==> src/rtl/fetch_pc_unit_pkg.sv <==
// Shared fetch-stage definitions: FSM state encoding, instruction size and default reset vector.
package fetch_pc_unit_pkg;

  typedef enum logic [1:0] {
    IDLE          = 2'd0,
    FETCH         = 2'd1,
    WAIT_REDIRECT = 2'd2,
    TRAP          = 2'd3
  } fetch_state_e;

  localparam int unsigned INSN_BYTES           = 4;
  localparam logic [31:0] DEFAULT_RESET_VECTOR = 32'h0000_0000;

endpackage

==> src/rtl/fetch_pc_unit.sv <==
// Program counter and instruction-fetch request sequencer with branch redirect handling.
// Optional misaligned-target trap enabled by defining PC_MISALIGN_TRAP_EN.
module fetch_pc_unit
  import fetch_pc_unit_pkg::*;
#(
  parameter int unsigned      XLEN         = 32,
  parameter logic [XLEN-1:0]  RESET_VECTOR = XLEN'(DEFAULT_RESET_VECTOR)
) (
  input  logic            clk,
  input  logic            rst,
  input  logic            stall,
  input  logic            take_branch,
  input  logic [XLEN-1:0] branch_target,
  output logic            imem_req,
  output logic [XLEN-1:0] imem_addr,
  input  logic            imem_ready,
  output logic [XLEN-1:0] pc,
  output logic [XLEN-1:0] pc_plus4,
`ifdef PC_MISALIGN_TRAP_EN
  output logic            trap,
  output logic [XLEN-1:0] trap_tval,
`endif
  output logic            flush
);

  localparam logic [XLEN-1:0] ALIGN_MASK = ~XLEN'(INSN_BYTES - 1);

  fetch_state_e    state_q, state_d;
  logic [XLEN-1:0] pc_q, pc_d;
  logic [XLEN-1:0] pending_q, pending_d;
  logic            flush_q, flush_d;
  logic            load;
  logic [XLEN-1:0] load_target;
`ifdef PC_MISALIGN_TRAP_EN
  logic            trap_q, trap_d;
  logic [XLEN-1:0] tval_q, tval_d;
`endif

  always_ff @(posedge clk) begin
    if (rst) begin
      state_q   <= IDLE;
      pc_q      <= RESET_VECTOR;
      pending_q <= '0;
      flush_q   <= 1'b0;
`ifdef PC_MISALIGN_TRAP_EN
      trap_q    <= 1'b0;
      tval_q    <= '0;
`endif
    end else begin
      state_q   <= state_d;
      pc_q      <= pc_d;
      pending_q <= pending_d;
      flush_q   <= flush_d;
`ifdef PC_MISALIGN_TRAP_EN
      trap_q    <= trap_d;
      tval_q    <= tval_d;
`endif
    end
  end

  always_comb begin
    state_d     = state_q;
    pc_d        = pc_q;
    pending_d   = pending_q;
    flush_d     = 1'b0;
    imem_req    = 1'b0;
    load        = 1'b0;
    load_target = pending_q;
`ifdef PC_MISALIGN_TRAP_EN
    trap_d      = trap_q;
    tval_d      = tval_q;
`endif
    unique case (state_q)
      IDLE: state_d = FETCH;
      FETCH: begin
        imem_req = 1'b1;
        if (!stall) begin
          if (take_branch) begin
            if (imem_ready) begin
              load        = 1'b1;
              load_target = branch_target;
            end else begin
              pending_d = branch_target;
              state_d   = WAIT_REDIRECT;
            end
          end else if (imem_ready) begin
            pc_d = pc_plus4;
          end
        end
      end
      WAIT_REDIRECT: begin
        imem_req = 1'b1;
        if (!stall) begin
          // A same-cycle redirect supersedes the parked one, even on the accepting edge.
          if (take_branch) begin
            pending_d   = branch_target;
            load_target = branch_target;
          end
          if (imem_ready) begin
            load    = 1'b1;
            state_d = FETCH;
          end
        end
      end
      TRAP: imem_req = 1'b0;
      default: state_d = IDLE;
    endcase

    if (load) begin
      flush_d = 1'b1;
`ifdef PC_MISALIGN_TRAP_EN
      if ((load_target & ~ALIGN_MASK) != '0) begin
        state_d = TRAP;
        trap_d  = 1'b1;
        tval_d  = load_target;
      end else begin
        pc_d = load_target;
      end
`else
      pc_d = load_target & ALIGN_MASK;
`endif
    end
  end

  assign pc        = pc_q;
  assign imem_addr = pc_q;
  assign pc_plus4  = pc_q + XLEN'(INSN_BYTES);
  assign flush     = flush_q;
`ifdef PC_MISALIGN_TRAP_EN
  assign trap      = trap_q;
  assign trap_tval = tval_q;
`endif

endmodule

==> config.mk <==
export PLATFORM = sky130hd
export DESIGN_NAME = fetch_pc_unit
export DESIGN_NICKNAME = d
export VERILOG_FILES = /design/src/rtl/fetch_pc_unit_pkg.sv /design/src/rtl/fetch_pc_unit.sv
export SDC_FILE = /design/constraint.sdc
export NUM_CORES = 1
export LEC_CHECK = 0
export ABC_AREA = 1
export ABC_CLOCK_PERIOD_IN_PS = 4100
export BUFFER_PORTS_ARGS = -buffer_cell sky130_fd_sc_hd__buf_2
export CAP_MARGIN = 15
export CELL_PAD_IN_SITES_DETAIL_PLACEMENT = 1
export CELL_PAD_IN_SITES_GLOBAL_PLACEMENT = 2
export CORE_ASPECT_RATIO = 1.25
export CORE_MARGIN = 2
export CORE_UTILIZATION = 29
export DETAILED_ROUTE_END_ITERATION = 8
export PLACE_DENSITY_LB_ADDON = 0.1
export SYNTH_ARGS = -nofsm -noshare
export SYNTH_HDL_FRONTEND = slang
export SYNTH_SLANG_ARGS = --single-unit
==> constraint.sdc <==
create_clock -name clk -period 4.1 [get_ports clk]
set_clock_uncertainty 0.15 [all_clocks]
set_input_delay 0.82 -clock clk [delete_from_list [all_inputs] [get_ports clk]]
set_output_delay 0.82 -clock clk [all_outputs]
set_load 0.01 [all_outputs]
==> impl_summary.txt, run 1 <==
----------------------------------------------------
[Floorplanning]
  Overall die height ... 147 microns
  FP Rows ... 52
  Floorplan die width ... 119 microns
  Die Area ... 17400 sq um
  Io pins ... 135
  Starting density of the core ... 29.5%
  Floorplan Core Area ... 16100 sq um

[Place]
  RD Place Congestion ... 0.886
  Total of buffers placed on input and output ports ... 126
  Detail Placement HPWL ... 14400 microns

[Final layout]
  Nets@finish ... 913
  Fin util ... 34.6%
  Most frequent cells in the layout ... sky130_fd_sc_hd__nand2_1, sky130_fd_sc_hd__buf_2, sky130_fd_sc_hd__nor2_1
  Ant. Diodes ... 0
  Synth-to-layout area growth ... 17.5%
  Share of cells above drive strength 1 ... 19.7%
  Most common cell after layout, fill and taps aside ... sky130_fd_sc_hd__nand2_1

[Global routing]
  Antenna violations before repair ... 0
  Pin count of the biggest net entering global routing ... 46
  Total gr overflow ... 0
  Number of global-route vias before repair ... 5547
  Global-route wire length before repair ... 30200 microns
  Total global routing track utilization ... 22.2%

[Setup path]
  Worst endpoint required time ... 3130 ps
  Nature of the critical path startpoint ... flop
  Data arrival time of the worst path ... 2130 ps
  Maximum net fanout on the critical path ... 6
  Worst setup EP type ... primary output
  Register-to-register setup slack ... 1300 ps
  WS Path Type ... reg2out

[Pwr]
  Worst VDD drop ... 0.253 mV
  Cell area power density ... 555 nW/um^2
  Leakage dissipation ... 2.60 nW

[CTS]
  TritonCTS sink count ... 63
  Clock slew at the register clock pins of the worst setup and hold paths ... 60 ps
  Number of buffers created by CTS ... 9
  CTS H-tree depth ... 3
  TritonCTS clock tree ... done
  Buffers inserted by post-CTS timing repair ... 0
  Hold-fix buffer count after cts ... 0
  Later-pin clock latency in the skew report ... 350 ps
  Post-CTS Resized ... 0
  Root buffer selected by CTS ... sky130_fd_sc_hd__clkbuf_16
  Buffers from clock root to sink, at most ... 2

[Logic synthesis]
  Count of mapped cells out of synthesis ... 794
  Post-synthesis sequential area ratio ... 26.5%
  Post-Syn Area ... 4750 sq um
  Mux cell area share after synthesis ... 0%
  Simple-gate share of the synthesized area ... 35.4%
  Post-synthesis compound-gate area fraction ... 18.9%
  Number of distinct library cell variants in the gate-level netlist after synthesis ... 34
  Average size of a mapped cell ... 5.99 sq um
  Number of synthesized register bits ... 63
  Synth warnings ... 0
  Adder and majority gate portion of the synthesized area ... 1.05%
  Largest family of logic cells by synthesized area ... simple AND/OR/NAND/NOR gates
  Synth Area in XOR/XNOR ... 3.11%

[Min path]
  Path category of the worst min-delay check ... reg2reg

[STA]
  Tcrit/Tclk final ... 75.7%
  Final Critical Period ... 3100 ps
  RSZ-0062 raised after global routing ... no
  Headroom to the max-slew limit ... 40.7%
  Slew at the pin with the worst max-slew slack ... 886 ps
  Maximum operating frequency ... 0.322 GHz
  Accumulated negative setup slack ... 0 ps
  Number of pins exceeding their max-slew limit in the final report ... 0
  Final hold violations ... 0
  Endpoints failing setup ... 0
  Hold Worst Slack ... 371 ps

[Route]
  WL/cell ... 17.7 microns
  Routed Wire Length ... 19300 microns
  Number of vias after detailed routing ... 5463
  First drt pass iteration count ... 4
  Count of antenna-violating nets left after detailed routing ... 0
  Vias per inst ... 5.00
  DRC violation count after routing ... 0
  Initial DRC count ... 293

[Flow run]
  Number of maximum-capacitance constraint violations ... 0

[Run status]
  Status ... finished, final reports clean

----------------------------------------------------
synth_stat cells, drive strengths merged:
cell      n  area share, %
nand2   242             20
nor2     81            6.9
o21ai    78            8.2
inv      68            5.4
dfxtp    63             27
nand3    63            6.7
buf      59            8.4
a21oi    53            5.7
a31oi    31            4.1
clkbuf   15            1.2
xor2     10            2.0
nand4     7           0.92
xnor2     6            1.1
ha        4            1.1
nor3      4           0.89
o211ai    4           0.63
a211oi    1           0.16
and2      1           0.13
conb      1          0.079
nand3b    1           0.16
o21a      1           0.16
or2       1           0.13
layout make-up:
type | count | area [sq um]
clock buffers | 12 | 246
clock inverters | 4 | 45.0
fillers | 2203 | 10600
inverters | 68 | 255
multi-input cells | 594 | 2800
flip-flops and latches | 63 | 1260
well taps | 216 | 270
repair buffers | 136 | 706
per-layer routing:
metal  wire length, microns  up-vias  part of all wire, %  GRT usage [%]
li1                       -     2699                    -              -
met1                   8750     2620                   45           28.2
met2                   9410      124                   49           38.0
met3                    728       20                  3.8           3.57
met4                    417        0                  2.2           7.86
met5                      0        -                    0              0
cells by family (layout without fill, tap and decap cells):
logic type / Yosys count / in the layout
AND/OR/NAND/NOR: 400 / 400
AO/OA/AOI/OAI: 168 / 168
buffers and inverters: 142 / 220
flip-flops: 63 / 63
XOR/XNOR: 16 / 16
adder cells (fa/ha/maj): 4 / 4
other: 1 / 6
where the power goes:
group	switching (mW)	leakage (nW)	internal, mW
Combinational	0.942	1.94	0.426
Sequential	0.149	0.515	0.791
Clock	0.307	0.146	0.485
Total	1.40	2.60	1.70
per-stage QoR:
| stage | cells | worst slack (ps) | power [mW] | instance area, sq um |
|---|---|---|---|---|
| floorplan | 799 | 1700 | 1.88 | 4770 |
| global placement | 1077 | 1260 | 2.24 | 5290 |
| detailed placement | 1077 | 1230 | 2.33 | 5290 |
| CTS | 1093 | 997 | 3.13 | 5580 |
| global route | 1093 | 812 | 3.34 | 5580 |
| finish | 1093 | 998 | 3.10 | 5580 |
final timing paths:
check	startpoint	to	cells after the start
max	imem_addr[2]	pc_plus4[20]	7
min	pending_q[3]	pending_q[3]	2
max reg2reg	state_q[1]	imem_addr[31]	9
min reg2reg	pending_q[3]	pending_q[3]	2
flip-flops by register name, summed over array words and instances, names as in the netlist:
register,count
imem_addr,30
pending_q,30
state_q,2
flush,1
worst max-delay path: stages, from the launching register on:
cell                       delay [ps]
sky130_fd_sc_hd__dfxtp_1          470
sky130_fd_sc_hd__ha_1             290
sky130_fd_sc_hd__nand3_2          150
sky130_fd_sc_hd__inv_1            120
sky130_fd_sc_hd__nand3b_1         230
sky130_fd_sc_hd__o21ai_0          280
sky130_fd_sc_hd__nand2_1           90
sky130_fd_sc_hd__buf_2            150
(Power assumes the default switching activity.)
==> run 2: changes to the inputs <==
ABC_AREA = 0   (was 1)
ABC_CLOCK_PERIOD_IN_PS = 3200   (was 4100)
clock period = 3.2 ns   (was 4.1 ns; I/O delays follow)
==> run 2 against run 1 <==
Compared with the run above: wire length down 14%; global-route usage down 1.8 points; combinational power up 7%; hold slack worse by 62 ps; clock power up 30%; flip-flop and latch count unchanged; sequential share of layout area down 0.19 points; die area down 4.3%; first-iteration DRC count down 40%; highest routed layer unchanged.
==> impl_summary.txt, run 2 <==
----------------------------------------------------
[Logic synthesis]
  List of most frequent post-synthesis cells ... sky130_fd_sc_hd__nand2_1, sky130_fd_sc_hd__dfxtp_1, sky130_fd_sc_hd__a21oi_1
  Count of mapped cells out of synthesis ... 596 (-25%)
  Post-Syn Area ... 4540 sq um (-4.4%)
  Post-synthesis sequential area ratio ... 27.8% (+1.2 points)
  Most common cell in the netlist ... sky130_fd_sc_hd__nand2_1
  Synth warnings ... 0 (unchanged)
  Largest cells by area after synthesis ... sky130_fd_sc_hd__dfxtp_1, sky130_fd_sc_hd__nand2_1, sky130_fd_sc_hd__mux2_2
  Prevailing post-synth register cell ... sky130_fd_sc_hd__dfxtp_1
  Share of Yosys cell area claimed by the top area cell type ... 27.8% (+1.2 points)
  Async S/R FF share, synth ... 0% (unchanged)
  Dominant cell type by area after synthesis ... sky130_fd_sc_hd__dfxtp_1
  Average size of a mapped cell ... 7.62 sq um (+27%)
  Number of synthesized register bits ... 63 (unchanged)
  Number of flops mapped to enable cells by yosys ... 0 (unchanged)
  Number of distinct library cell variants in the gate-level netlist after synthesis ... 51 (+50%)

[Setup path]
  Worst setup EP type ... primary output
  Worst endpoint required time ... 2410 ps (-720 ps)
  Nature of the critical path startpoint ... flop
  Maximum net fanout on the critical path ... 9 (+3)
  Data arrival time of the worst path ... 2270 ps (+140 ps)
  WS Path Type ... reg2out

[Final layout]
  Synth-to-layout area growth ... 24.2%
  Share of cells above drive strength 1 ... 32.4% (+13 points)
  Count of filler cells inserted in the layout ... 1966 (-11%)
  Most common cell after layout, fill and taps aside ... sky130_fd_sc_hd__nand2_1
  Most frequent cells in the layout ... sky130_fd_sc_hd__nand2_1, sky130_fd_sc_hd__buf_2, sky130_fd_sc_hd__dfxtp_1
  Ant. Diodes ... 0 (unchanged)
  Nets@finish ... 736 (-19%)

[STA]
  Tcrit/Tclk final ... 95.6%
  Number of pins exceeding their max-slew limit in the final report ... 0 (unchanged)
  RSZ-0062 raised after global routing ... no
  Hold Worst Slack ... 309 ps (-62.3 ps)
  Headroom to the max-slew limit ... 38.4% (-2.3 points)
  Maximum operating frequency ... 0.327 GHz
  Slew at the pin with the worst max-slew slack ... 924 ps (+38.3 ps)
  Endpoints failing setup ... 0 (unchanged)
  Least setup slack across all paths after layout ... 142 ps (-856 ps)
  Accumulated negative setup slack ... 0 ps (unchanged)
  Final hold violations ... 0 (unchanged)
  Final Critical Period ... 3060 ps

[Route]
  First drt pass iteration count ... 4 (unchanged)
  Count of antenna-violating nets left after detailed routing ... 0 (unchanged)
  DRC violation count after routing ... 0 (unchanged)
  Vias per inst ... 5.07 (+1.4%)
  Routed Wire Length ... 16500 microns (-14%)
  WL/cell ... 18.1 microns (+2.5%)
  Initial DRC count ... 176 (-40%)
  Number of vias after detailed routing ... 4620 (-15%)

[Place]
  Detail Placement HPWL ... 12200 microns (-15%)
  RD Place Congestion ... 0.790 (-11%)
  Setup WS pre-CTS ... 169 ps (-1060 ps)
  Total of buffers placed on input and output ports ... 126 (unchanged)

[CTS]
  Clock slew at the register clock pins of the worst setup and hold paths ... 50 ps (about the same)
  TritonCTS sink count ... 63 (unchanged)
  CTS H-tree depth ... 3 (unchanged)
  Number of buffers created by CTS ... 9 (unchanged)
  Root buffer selected by CTS ... sky130_fd_sc_hd__clkbuf_16
  Buffers from clock root to sink, at most ... 2 (unchanged)
  TritonCTS clock tree ... done
  Later-pin clock latency in the skew report ... 340 ps (about the same)

[Global routing]
  Total gr overflow ... 0 (unchanged)
  Pin count of the biggest net entering global routing ... 43 (-6.5%)
  Number of global-route vias before repair ... 4609 (-17%)
  Total global routing track utilization ... 20.4% (-1.8 points)
  Antenna violations before repair ... 0 (unchanged)
  Global-route wire length before repair ... 25900 microns (-14%)

[Floorplanning]
  Floorplan Core Area ... 15400 sq um (-4.3%)
  Io pins ... 135 (unchanged)
  FP Rows ... 51 (-1.9%)
  Starting density of the core ... 29.4% (-0.031 points)
  Overall die height ... 144 microns (-2.2%)
  Die Area ... 16700 sq um (-4.3%)
  Floorplan die width ... 116 microns (-2.1%)

[Min path]
  Path category of the worst min-delay check ... reg2reg

[Pwr]
  Worst VDD drop ... 0.229 mV (-9.6%)
  Cell area power density ... 647 nW/um^2 (+17%)
  Leakage dissipation ... 2.58 nW (-0.71%)

[Run status]
  Status ... finished, final reports clean

[Flow run]
  Number of maximum-capacitance constraint violations ... 0 (unchanged)

----------------------------------------------------
[run 2: changes by cell type after synthesis, sizes merged, moves of 46 or more]
cell | previous run | this run
nand3 | 63 | 17
inv | 68 | 6
nand2 | 242 | 149
o21ai | 78 | 7
nor2 | 81 | 22
[run 2: final timing paths]
kind,from,to,slack [ps],depth (start not counted)
setup / recovery,imem_addr[11],pc_plus4[29],140,5
hold / removal,pending_q[20],pending_q[20],310,2
setup reg to reg,state_q[0],imem_addr[19],300,6
hold reg to reg,pending_q[20],pending_q[20],310,2
[run 2: report_power, final]
group          internal, mW  leakage, nW  switching [mW]  total (mW)
logic                 0.565         1.91           0.898        1.46
registers             0.983        0.513           0.168        1.15
clock network         0.664        0.156           0.370        1.03
total                  2.21         2.58            1.44        3.65
[run 2: logic make-up after synthesis]
kind of cell	count (synthesis)	share of synthesized area, %
AOI/OAI and AO/OA	115	17.7
xor gates and xnor gates	44	8.48
adders and majority gates	4	1.10
buffers and inverters	89	10.6
DFF	63	27.8
muxes	33	8.12
other	1	0.0825
and+or+nand+nor	247	26.2
[run 2: layer usage]
metal  track usage, %  up-vias  part of all wire [%]
met5                0        -                     0
met4             6.39        0                   1.4
met3             2.61       13                   3.2
met2             34.2       93                    49
met1             27.1     2249                    46
li1                 -     2265                     -
[run 2: layout make-up]
type / instances / area [sq um] / share of cell area, %
flip-flops and latches: 63 / 1260 / 22.4
well taps: 212 / 265 / 4.70
multi-input cells: 449 / 2850 / 50.5
inverters: 6 / 22.5 / 0.399
clock buffers: 13 / 270 / 4.79
repair buffers: 166 / 931 / 16.5
clock inverters: 3 / 40.0 / 0.710
[run 2: repair_timing]
action | 4_1_cts | 5_1_grt
hold endpoints to repair | 0 | 0
resized for setup | 2 | 5
hold buffers | 0 | 0
buffers inserted | 3 | 0
pin swaps | 2 | 0
endpoints found under the setup margin | 6 | 5
[run 2: per-stage QoR]
step | instances | utilization [%] | area (sq um) | power, mW
2_1_floorplan | 601 | - | 4560 | 2.13
5_1_grt | 912 | 36.5 | 5640 | 3.93
4_1_cts | 912 | 36.5 | 5630 | 3.70
3_5_place_dp | 893 | 34.2 | 5290 | 2.65
3_3_place_gp | 893 | 34.2 | 5290 | 2.60
6_report | 912 | 36.5 | 5640 | 3.65
[run 2: critical path: stages, from the launching register on]
cell	delay (ps)
sky130_fd_sc_hd__dfxtp_2	430
sky130_fd_sc_hd__nand4_1	200
sky130_fd_sc_hd__or4_1	640
sky130_fd_sc_hd__nor4_4	340
sky130_fd_sc_hd__xor2_1	170
sky130_fd_sc_hd__buf_2	150
